**config.mk**
```make
export PLATFORM = sky130hd
export DESIGN_NAME = certificate_sender_flat
export DESIGN_NICKNAME = d
export VERILOG_FILES = /design/src/rtl/certificate_sender_pkg.sv /design/src/rtl/certificate_sender_if.sv /design/src/rtl/certificate_rom.sv /design/src/rtl/certificate_sender.sv /design/src/flat_wrapper.sv
export SDC_FILE = /design/constraint.sdc
export NUM_CORES = 1
export LEC_CHECK = 0
export ABC_AREA = 1
export CORE_MARGIN = 1.5
export CORE_UTILIZATION = 55
export DETAILED_ROUTE_END_ITERATION = 12
export HOLD_SLACK_MARGIN = 0.03
export PLACE_DENSITY = 0.93
export SLEW_MARGIN = 20
export SYNTH_ARGS = -nofsm -noshare
export SYNTH_HDL_FRONTEND = slang
export SYNTH_SLANG_ARGS = --single-unit
```
**constraint.sdc**
```tcl
create_clock -name clk -period 6 [get_ports clk]
set_clock_uncertainty 0.2 [all_clocks]
set_input_delay 1.2 -clock clk [delete_from_list [all_inputs] [get_ports clk]]
set_output_delay 1.2 -clock clk [all_outputs]
set_load 0.03 [all_outputs]
```
**src/rtl/certificate_sender_pkg.sv**
```systemverilog
// Shared constants for the certificate sender/compare pair: payload width,
// per-slot chunk counts and data, slot and FSM state encodings.
package certificate_sender_pkg;

  localparam int MSG_LEN                 = 64;
  localparam int SIZE_OF_HEADER_VARS     = 4;
  localparam int SIZE_OF_HEADER_IN_BYTES = 8;
  localparam int PAYLOAD_W = MSG_LEN - (SIZE_OF_HEADER_VARS * SIZE_OF_HEADER_IN_BYTES);

  localparam int SLOT0_NUM_CERTS = 6;
  localparam int SLOT1_NUM_CERTS = 4;
  localparam int SLOT2_NUM_CERTS = 5;

  typedef enum logic [1:0] {
    SLOT_0       = 2'd0,
    SLOT_1       = 2'd1,
    SLOT_2       = 2'd2,
    SLOT_INVALID = 2'd3
  } slot_e;

  typedef enum logic [1:0] {
    ST_IDLE     = 2'd0,
    ST_SEND     = 2'd1,
    ST_WAIT_ACK = 2'd2
  } state_e;

  localparam logic [PAYLOAD_W-1:0] SLOT0_CERT1 = 32'h3082_0101;
  localparam logic [PAYLOAD_W-1:0] SLOT0_CERT2 = 32'h5A17_C302;
  localparam logic [PAYLOAD_W-1:0] SLOT0_CERT3 = 32'h9E44_0B13;
  localparam logic [PAYLOAD_W-1:0] SLOT0_CERT4 = 32'h1D6F_A024;
  localparam logic [PAYLOAD_W-1:0] SLOT0_CERT5 = 32'hC3B2_7E35;
  localparam logic [PAYLOAD_W-1:0] SLOT0_CERT6 = 32'h0F0F_F0F6;
  localparam logic [PAYLOAD_W-1:0] SLOT1_CERT1 = 32'h7711_2201;
  localparam logic [PAYLOAD_W-1:0] SLOT1_CERT2 = 32'hB00C_5A12;
  localparam logic [PAYLOAD_W-1:0] SLOT1_CERT3 = 32'h4E4F_C0F3;
  localparam logic [PAYLOAD_W-1:0] SLOT1_CERT4 = 32'hDEAD_BEE4;
  localparam logic [PAYLOAD_W-1:0] SLOT2_CERT1 = 32'h1234_5671;
  localparam logic [PAYLOAD_W-1:0] SLOT2_CERT2 = 32'hFACE_0B02;
  localparam logic [PAYLOAD_W-1:0] SLOT2_CERT3 = 32'h8888_1113;
  localparam logic [PAYLOAD_W-1:0] SLOT2_CERT4 = 32'h600D_F00D;
  localparam logic [PAYLOAD_W-1:0] SLOT2_CERT5 = 32'hCAFE_D00D;

  function automatic logic [7:0] num_certs(input logic [1:0] slot);
    case (slot)
      SLOT_0:  return 8'(SLOT0_NUM_CERTS);
      SLOT_1:  return 8'(SLOT1_NUM_CERTS);
      SLOT_2:  return 8'(SLOT2_NUM_CERTS);
      default: return 8'd0;
    endcase
  endfunction

endpackage

```
**src/rtl/certificate_sender_if.sv**
```systemverilog
// Request/payload/ack bundle between responder FSM, framer and certificate sender.
// Payload handshake: a chunk transfers on a cycle where Payload_valid && Payload_ready;
// Payload_out is held stable while Payload_valid && !Payload_ready.
interface certificate_sender_if;
  import certificate_sender_pkg::*;

  logic                 Enable;
  logic                 Request;
  logic [1:0]           slot;
  logic                 Payload_ready;
  logic                 Ack;
  logic                 Nack;
  logic                 Payload_valid;
  logic [PAYLOAD_W-1:0] Payload_out;
  logic [7:0]           counter;
  logic                 Busy;
  logic                 Done;
  logic                 Error_Invalid_Slot;
  logic                 Error_Abort;

  modport master (
    output Enable, Request, slot, Payload_ready, Ack, Nack,
    input  Payload_valid, Payload_out, counter, Busy, Done, Error_Invalid_Slot, Error_Abort
  );

  modport slave (
    input  Enable, Request, slot, Payload_ready, Ack, Nack,
    output Payload_valid, Payload_out, counter, Busy, Done, Error_Invalid_Slot, Error_Abort
  );

endinterface

```
**src/rtl/certificate_rom.sv**
```systemverilog
// Combinational certificate store: (slot, 1-based index) -> chunk data, plus the
// chunk count of the slot. Out-of-range index or invalid slot returns 0.
module certificate_rom
  import certificate_sender_pkg::*;
(
  input  logic [1:0]           slot,
  input  logic [7:0]           index,
  output logic [PAYLOAD_W-1:0] data,
  output logic [7:0]           count
);

  always_comb begin
    data  = '0;
    count = num_certs(slot);
    case (slot)
      SLOT_0: begin
        case (index)
          8'd1:    data = SLOT0_CERT1;
          8'd2:    data = SLOT0_CERT2;
          8'd3:    data = SLOT0_CERT3;
          8'd4:    data = SLOT0_CERT4;
          8'd5:    data = SLOT0_CERT5;
          8'd6:    data = SLOT0_CERT6;
          default: data = '0;
        endcase
      end
      SLOT_1: begin
        case (index)
          8'd1:    data = SLOT1_CERT1;
          8'd2:    data = SLOT1_CERT2;
          8'd3:    data = SLOT1_CERT3;
          8'd4:    data = SLOT1_CERT4;
          default: data = '0;
        endcase
      end
      SLOT_2: begin
        case (index)
          8'd1:    data = SLOT2_CERT1;
          8'd2:    data = SLOT2_CERT2;
          8'd3:    data = SLOT2_CERT3;
          8'd4:    data = SLOT2_CERT4;
          8'd5:    data = SLOT2_CERT5;
          default: data = '0;
        endcase
      end
      default: data = '0;
    endcase
  end

endmodule

```
**src/rtl/certificate_sender.sv**
```systemverilog
// Streams the certificate chunks of one slot to the framer, waiting for a peer
// Ack per chunk and retransmitting on Nack/timeout up to MAX_RETRY times.
module certificate_sender
  import certificate_sender_pkg::*;
#(
  parameter int TIMEOUT_CYCLES = 255,
  parameter int MAX_RETRY      = 2
) (
  input  logic                 clk,
  input  logic                 Reset,
  certificate_sender_if.slave  bus,
  output state_e               dbg_state
);

  localparam int              RW          = (MAX_RETRY > 0) ? $clog2(MAX_RETRY + 1) : 1;
  localparam logic [RW-1:0]   RETRY_LIMIT = RW'(MAX_RETRY);
  localparam logic [15:0]     TIMER_LAST  = 16'(TIMEOUT_CYCLES - 1);

  state_e               state, state_nx;
  logic [1:0]           slot_q, slot_nx;
  logic [7:0]           counter_q, counter_nx;
  logic [RW-1:0]        retry_q, retry_nx;
  logic [15:0]          timer_q, timer_nx;
  logic                 done_q, done_nx;
  logic                 inv_q, inv_nx;
  logic                 abort_q, abort_nx;
  logic [PAYLOAD_W-1:0] payload_q, payload_nx;
  logic [PAYLOAD_W-1:0] rom_data;
  logic [7:0]           rom_count;

  // Looked up with next-cycle slot/index so Payload_out is a plain register.
  certificate_rom u_rom (
    .slot  (slot_nx),
    .index (counter_nx),
    .data  (rom_data),
    .count (rom_count)
  );

  always_ff @(posedge clk or posedge Reset) begin
    if (Reset) begin
      state     <= ST_IDLE;
      slot_q    <= '0;
      counter_q <= '0;
      retry_q   <= '0;
      timer_q   <= '0;
      done_q    <= 1'b0;
      inv_q     <= 1'b0;
      abort_q   <= 1'b0;
      payload_q <= '0;
    end else begin
      state     <= state_nx;
      slot_q    <= slot_nx;
      counter_q <= counter_nx;
      retry_q   <= retry_nx;
      timer_q   <= timer_nx;
      done_q    <= done_nx;
      inv_q     <= inv_nx;
      abort_q   <= abort_nx;
      payload_q <= payload_nx;
    end
  end

  always_comb begin
    state_nx   = state;
    slot_nx    = slot_q;
    counter_nx = counter_q;
    retry_nx   = retry_q;
    timer_nx   = timer_q;
    done_nx    = 1'b0;
    inv_nx     = 1'b0;
    abort_nx   = 1'b0;
    if (!bus.Enable) begin
      state_nx   = ST_IDLE;
      counter_nx = '0;
      retry_nx   = '0;
      timer_nx   = '0;
    end else begin
      case (state)
        ST_IDLE: begin
          if (bus.Request) begin
            if (bus.slot == SLOT_INVALID) begin
              inv_nx = 1'b1;
            end else begin
              slot_nx    = bus.slot;
              counter_nx = 8'd1;
              retry_nx   = '0;
              state_nx   = ST_SEND;
            end
          end
        end
        ST_SEND: begin
          if (bus.Payload_ready) begin
            timer_nx = '0;
            state_nx = ST_WAIT_ACK;
          end
        end
        ST_WAIT_ACK: begin
          timer_nx = timer_q + 16'd1;
          // Ack wins over a simultaneous Nack or timer expiry.
          if (bus.Ack) begin
            if (counter_q == rom_count) begin
              done_nx    = 1'b1;
              counter_nx = '0;
              state_nx   = ST_IDLE;
            end else begin
              counter_nx = counter_q + 8'd1;
              retry_nx   = '0;
              state_nx   = ST_SEND;
            end
          end else if (bus.Nack || (timer_q == TIMER_LAST)) begin
            if (retry_q < RETRY_LIMIT) begin
              retry_nx = retry_q + 1'b1;
              state_nx = ST_SEND;
            end else begin
              abort_nx   = 1'b1;
              counter_nx = '0;
              state_nx   = ST_IDLE;
            end
          end
        end
        default: begin
          state_nx   = ST_IDLE;
          counter_nx = '0;
        end
      endcase
    end
    payload_nx = (state_nx == ST_SEND) ? rom_data : '0;
  end

  always_comb begin
    bus.Busy               = (state != ST_IDLE);
    bus.Payload_valid      = (state == ST_SEND);
    bus.Payload_out        = payload_q;
    bus.counter            = counter_q;
    bus.Done               = done_q;
    bus.Error_Invalid_Slot = inv_q;
    bus.Error_Abort        = abort_q;
    dbg_state              = state;
  end

endmodule

```
**src/flat_wrapper.sv**
```systemverilog
// flat-port wrapper written by rule: the top's interface ports become plain ports
module certificate_sender_flat import certificate_sender_pkg::*;
#(
  parameter int TIMEOUT_CYCLES = 255,
  parameter int MAX_RETRY      = 2
)
  (clk, Reset, dbg_state, bus_Enable, bus_Request, bus_slot, bus_Payload_ready, bus_Ack, bus_Nack, bus_Payload_valid, bus_Payload_out, bus_counter, bus_Busy, bus_Done, bus_Error_Invalid_Slot, bus_Error_Abort);
  certificate_sender_if bus_i ();
  input  logic clk;
  input  logic Reset;
  output state_e dbg_state;
  input wire logic [$bits(bus_i.Enable)-1:0] bus_Enable;
  input wire logic [$bits(bus_i.Request)-1:0] bus_Request;
  input wire logic [$bits(bus_i.slot)-1:0] bus_slot;
  input wire logic [$bits(bus_i.Payload_ready)-1:0] bus_Payload_ready;
  input wire logic [$bits(bus_i.Ack)-1:0] bus_Ack;
  input wire logic [$bits(bus_i.Nack)-1:0] bus_Nack;
  output wire logic [$bits(bus_i.Payload_valid)-1:0] bus_Payload_valid;
  output wire logic [$bits(bus_i.Payload_out)-1:0] bus_Payload_out;
  output wire logic [$bits(bus_i.counter)-1:0] bus_counter;
  output wire logic [$bits(bus_i.Busy)-1:0] bus_Busy;
  output wire logic [$bits(bus_i.Done)-1:0] bus_Done;
  output wire logic [$bits(bus_i.Error_Invalid_Slot)-1:0] bus_Error_Invalid_Slot;
  output wire logic [$bits(bus_i.Error_Abort)-1:0] bus_Error_Abort;
  assign bus_i.Enable = bus_Enable;
  assign bus_i.Request = bus_Request;
  assign bus_i.slot = bus_slot;
  assign bus_i.Payload_ready = bus_Payload_ready;
  assign bus_i.Ack = bus_Ack;
  assign bus_i.Nack = bus_Nack;
  assign bus_Payload_valid = bus_i.Payload_valid;
  assign bus_Payload_out = bus_i.Payload_out;
  assign bus_counter = bus_i.counter;
  assign bus_Busy = bus_i.Busy;
  assign bus_Done = bus_i.Done;
  assign bus_Error_Invalid_Slot = bus_i.Error_Invalid_Slot;
  assign bus_Error_Abort = bus_i.Error_Abort;
  certificate_sender #(.TIMEOUT_CYCLES(TIMEOUT_CYCLES), .MAX_RETRY(MAX_RETRY)) u_core (.clk(clk), .Reset(Reset), .bus(bus_i), .dbg_state(dbg_state));
endmodule
```
==> impl_metrics.py <==
metrics = {
    "outcome": {
        "status": "finished, final reports clean",
    },
    "die": {
        "io-pin-count": 56,
        "die_x_um": 86.4,
        "die_area_um2": 7460,
        "die_h_um": 86.4,
        "rows": 30,
        "initial_core_util_pct": 56.6,
        "coreArea_um2": 6760,
    },
    "clock_tree": {
        "clk_latency_ns": 0.36,
        "clk_pin_slew_ns": 0.07,
        "htree_levels": 3,
        "cts_buffers": 9,
        "ctsLongestPathBuffers": 2,
        "cts_setup_buffers": 0,
        "clockRootBuffer": "clkbuf_8",
        "cts_resized": 0,
        "hold_buffers": 0,
        "cts.sinks": 65,
        "cts_tree": "done",
    },
    "final_layout": {
        "final_cell_mix": "nand2_1 (136), inv_1 (66), dfrtp_1 (65)",
        "finish.instance_area_um2": 4650,
        "layout_commonest_cell": "nand2_1",
        "nFillCells": 532,
        "drive_above_1_share_pct": 10.3,
        "syn2layout_area_growth_pct": 21.7,
        "antennaDiodeCount": 0,
        "stdcell_count": 652,
        "final_nets": 579,
    },
    "worst_setup_path": {
        "rrSetupSlack_ns": 2.62,
        "arrival_ns": 4.42,
        "end_kind": "flip-flop",
        "critPathRequiredTime_ns": 6.06,
        "crit_fanout": 16,
        "cp-start-kind": "input port",
        "criticalPathCategory": "in2reg",
    },
    "logic_synthesis": {
        "ys_ff_latch": 65,
        "synth-compound-area-share_pct": 11.0,
        "synth_top_family_by_area": "simple AND/OR/NAND/NOR gates",
        "synthMuxAreaShare_pct": 0.262,
        "syn-cell-area_um2": 3820,
        "synth-xor-area-share_pct": 1.11,
        "synth.distinct_cells": 41,
        "yosysWarnings": 0,
        "ys_seq_area_share_pct": 42.6,
        "syn_area_per_cell_um2": 7.52,
        "synth_fa_ha_area_share_pct": 0.982,
        "postSynthCellCount": 508,
        "syn-num-nets": 520,
        "synthSimpleGateAreaFrac_pct": 36.1,
    },
    "timing": {
        "fin_crit_sh_pct": 72.7,
        "slew_headroom_pct": 43.5,
        "setup_ws_ns": 1.64,
        "rsz0062_at_grt": "false",
        "setup_viol_count_final": 0,
        "fin_crit_ns": 4.36,
        "setup-tns-final_ns": 0,
        "fmax_ghz": 0.229,
        "slew_viol_final": 0,
        "tightest_slew_ns": 0.845,
        "hold_viol_final": 0,
    },
    "global_route": {
        "grt_max_degree": 66,
        "grt_pass1_wl_mm": 16.8,
        "grt_pass1_vias": 3618,
        "grt_usage_pct": 28.5,
        "grt-ovfl-total": 0,
        "antenna_found_initial": 0,
    },
    "power_and_ir_drop": {
        "p_leak_nw": 2.43,
        "power_density_nw_per_um2": 219,
        "power_mw": 1.02,
        "ir_drop_mv": 0.125,
    },
    "place": {
        "hpwl_mm": 7.14,
        "gp_congestion": 0.940,
        "placed_area_um2": 4450,
        "dpl.cell_count": 636,
        "pre_cts_slack_ns": 1.33,
        "port-buffer-count": 55,
    },
    "route": {
        "first_pass_iters": 6,
        "wl_per_cell_um": 15.3,
        "via_count": 3725,
        "ant_nets": 0,
        "drt-initial-drc-count": 280,
        "drc": 0,
        "drt-vias-per-instance": 5.71,
        "wirelength_mm": 10.0,
    },
    "job": {
        "drv_cap": 0,
    },
    "min_path": {
        "hold_class": "reg2reg",
    },
}
worst max-delay path, stage by stage:
cell and delay [ns]:
clkdlybuf4s50_1 1.02, nand3_4 0.23, nand2_2 0.14, nand2_4 0.09, nand2_4 0.11, nand2_1 0.05, nand2_1 0.07, nor2_2 0.05
nand2_4 0.08, nand3_2 0.07, nand2_1 0.14, nand2_1 0.12, nor2_2 0.29, nand2_4 0.14, nand2_4 0.12, nand2_2 0.12
inv_2 0.09, nor2_1 0.07, a21oi_1 0.21
per-stage QoR:
step	utilization, %	hold WS (ns)
2_1_floorplan	-	0.297
3_3_place_gp	65.8	0.314
3_5_place_dp	65.8	0.370
4_1_cts	68.8	0.390
5_1_grt	68.8	0.417
6_report	68.8	0.390
final timing paths:
check                                     from                          to  cells after the start
hold reg to reg              u_core.retry_q[0]           u_core.retry_q[0]                      2
setup reg to reg           u_core.dbg_state[1]  u_core.bus.Payload_out[19]                     15
hold / removal               u_core.retry_q[0]           u_core.retry_q[0]                      2
setup / recovery                    bus_Enable  u_core.bus.Payload_out[19]                     19
max in group asynchronous                Reset       u_core.bus.counter[5]                      3
min in group asynchronous                Reset  u_core.bus.Payload_out[26]                      3
flip-flops by register name (all words and copies together) (netlist names):
name                           count
u_core.slot_q                      2
u_core.bus.Error_Abort             1
u_core.timer_q                    16
u_core.bus.Error_Invalid_Slot      1
u_core.bus.Payload_out            32
u_core.dbg_state                   2
u_core.retry_q                     2
u_core.bus.counter                 8
u_core.bus.Done                    1
logic make-up after synthesis:
| family | Yosys count |
|---|---|
| AOI/OAI and AO/OA | 72 |
| xor gates and xnor gates | 4 |
| adders and majority gates | 3 |
| buffers and inverters | 79 |
| DFF | 65 |
| muxes | 1 |
| and+or+nand+nor | 284 |
layer usage:
metal  vias to the layer above  global-route usage [%]  share of wire, %
li1                       1763                       -                 -
met1                      1751                    38.3                43
met2                       180                    44.9                48
met3                        31                    5.24               7.0
met4                         0                    13.2               2.6
met5                         -                       0                 0
Yosys cell counts (all sizes together):
cell type | n | share of area (%)
buf | 5 | 0.65
nand3 | 58 | 8.8
clkbuf | 4 | 0.43
ha | 3 | 0.98
o32ai | 2 | 0.46
mux2i | 1 | 0.26
a21oi | 31 | 4.4
nand4 | 5 | 0.82
clkinv | 1 | 0.098
a221o | 1 | 0.26
dfrtp | 65 | 43
inv | 69 | 6.8
o211ai | 3 | 0.59
o21ai | 24 | 3.2
or2 | 2 | 0.33
nor4 | 2 | 0.33
xnor2 | 1 | 0.23
xor2 | 3 | 0.88
nor3b | 1 | 0.20
a41oi | 2 | 0.46
a31oi | 2 | 0.33
o22ai | 5 | 0.82
nand2 | 155 | 18
nor3 | 9 | 1.2
nor2 | 51 | 6.6
o221ai | 2 | 0.46
and3 | 1 | 0.16
cell type report:
type                    count  area, µm²  area share [%]
clock buffers              11        151            3.26
clock inverters             5       53.8            1.16
inverters                  70        263            5.65
multi-input cells         364       1890            40.7
flip-flops and latches     65       1630            35.0
well taps                  80        100            2.15
repair buffers             57        566            12.2
report_power, final:
group | switching (mW) | internal (mW)
sequential | 0.00565 | 0.446
clock | 0.177 | 0.213
combinational | 0.127 | 0.0511
total | 0.310 | 0.710
No activity file was read; power rests on OpenSTA's default activity.
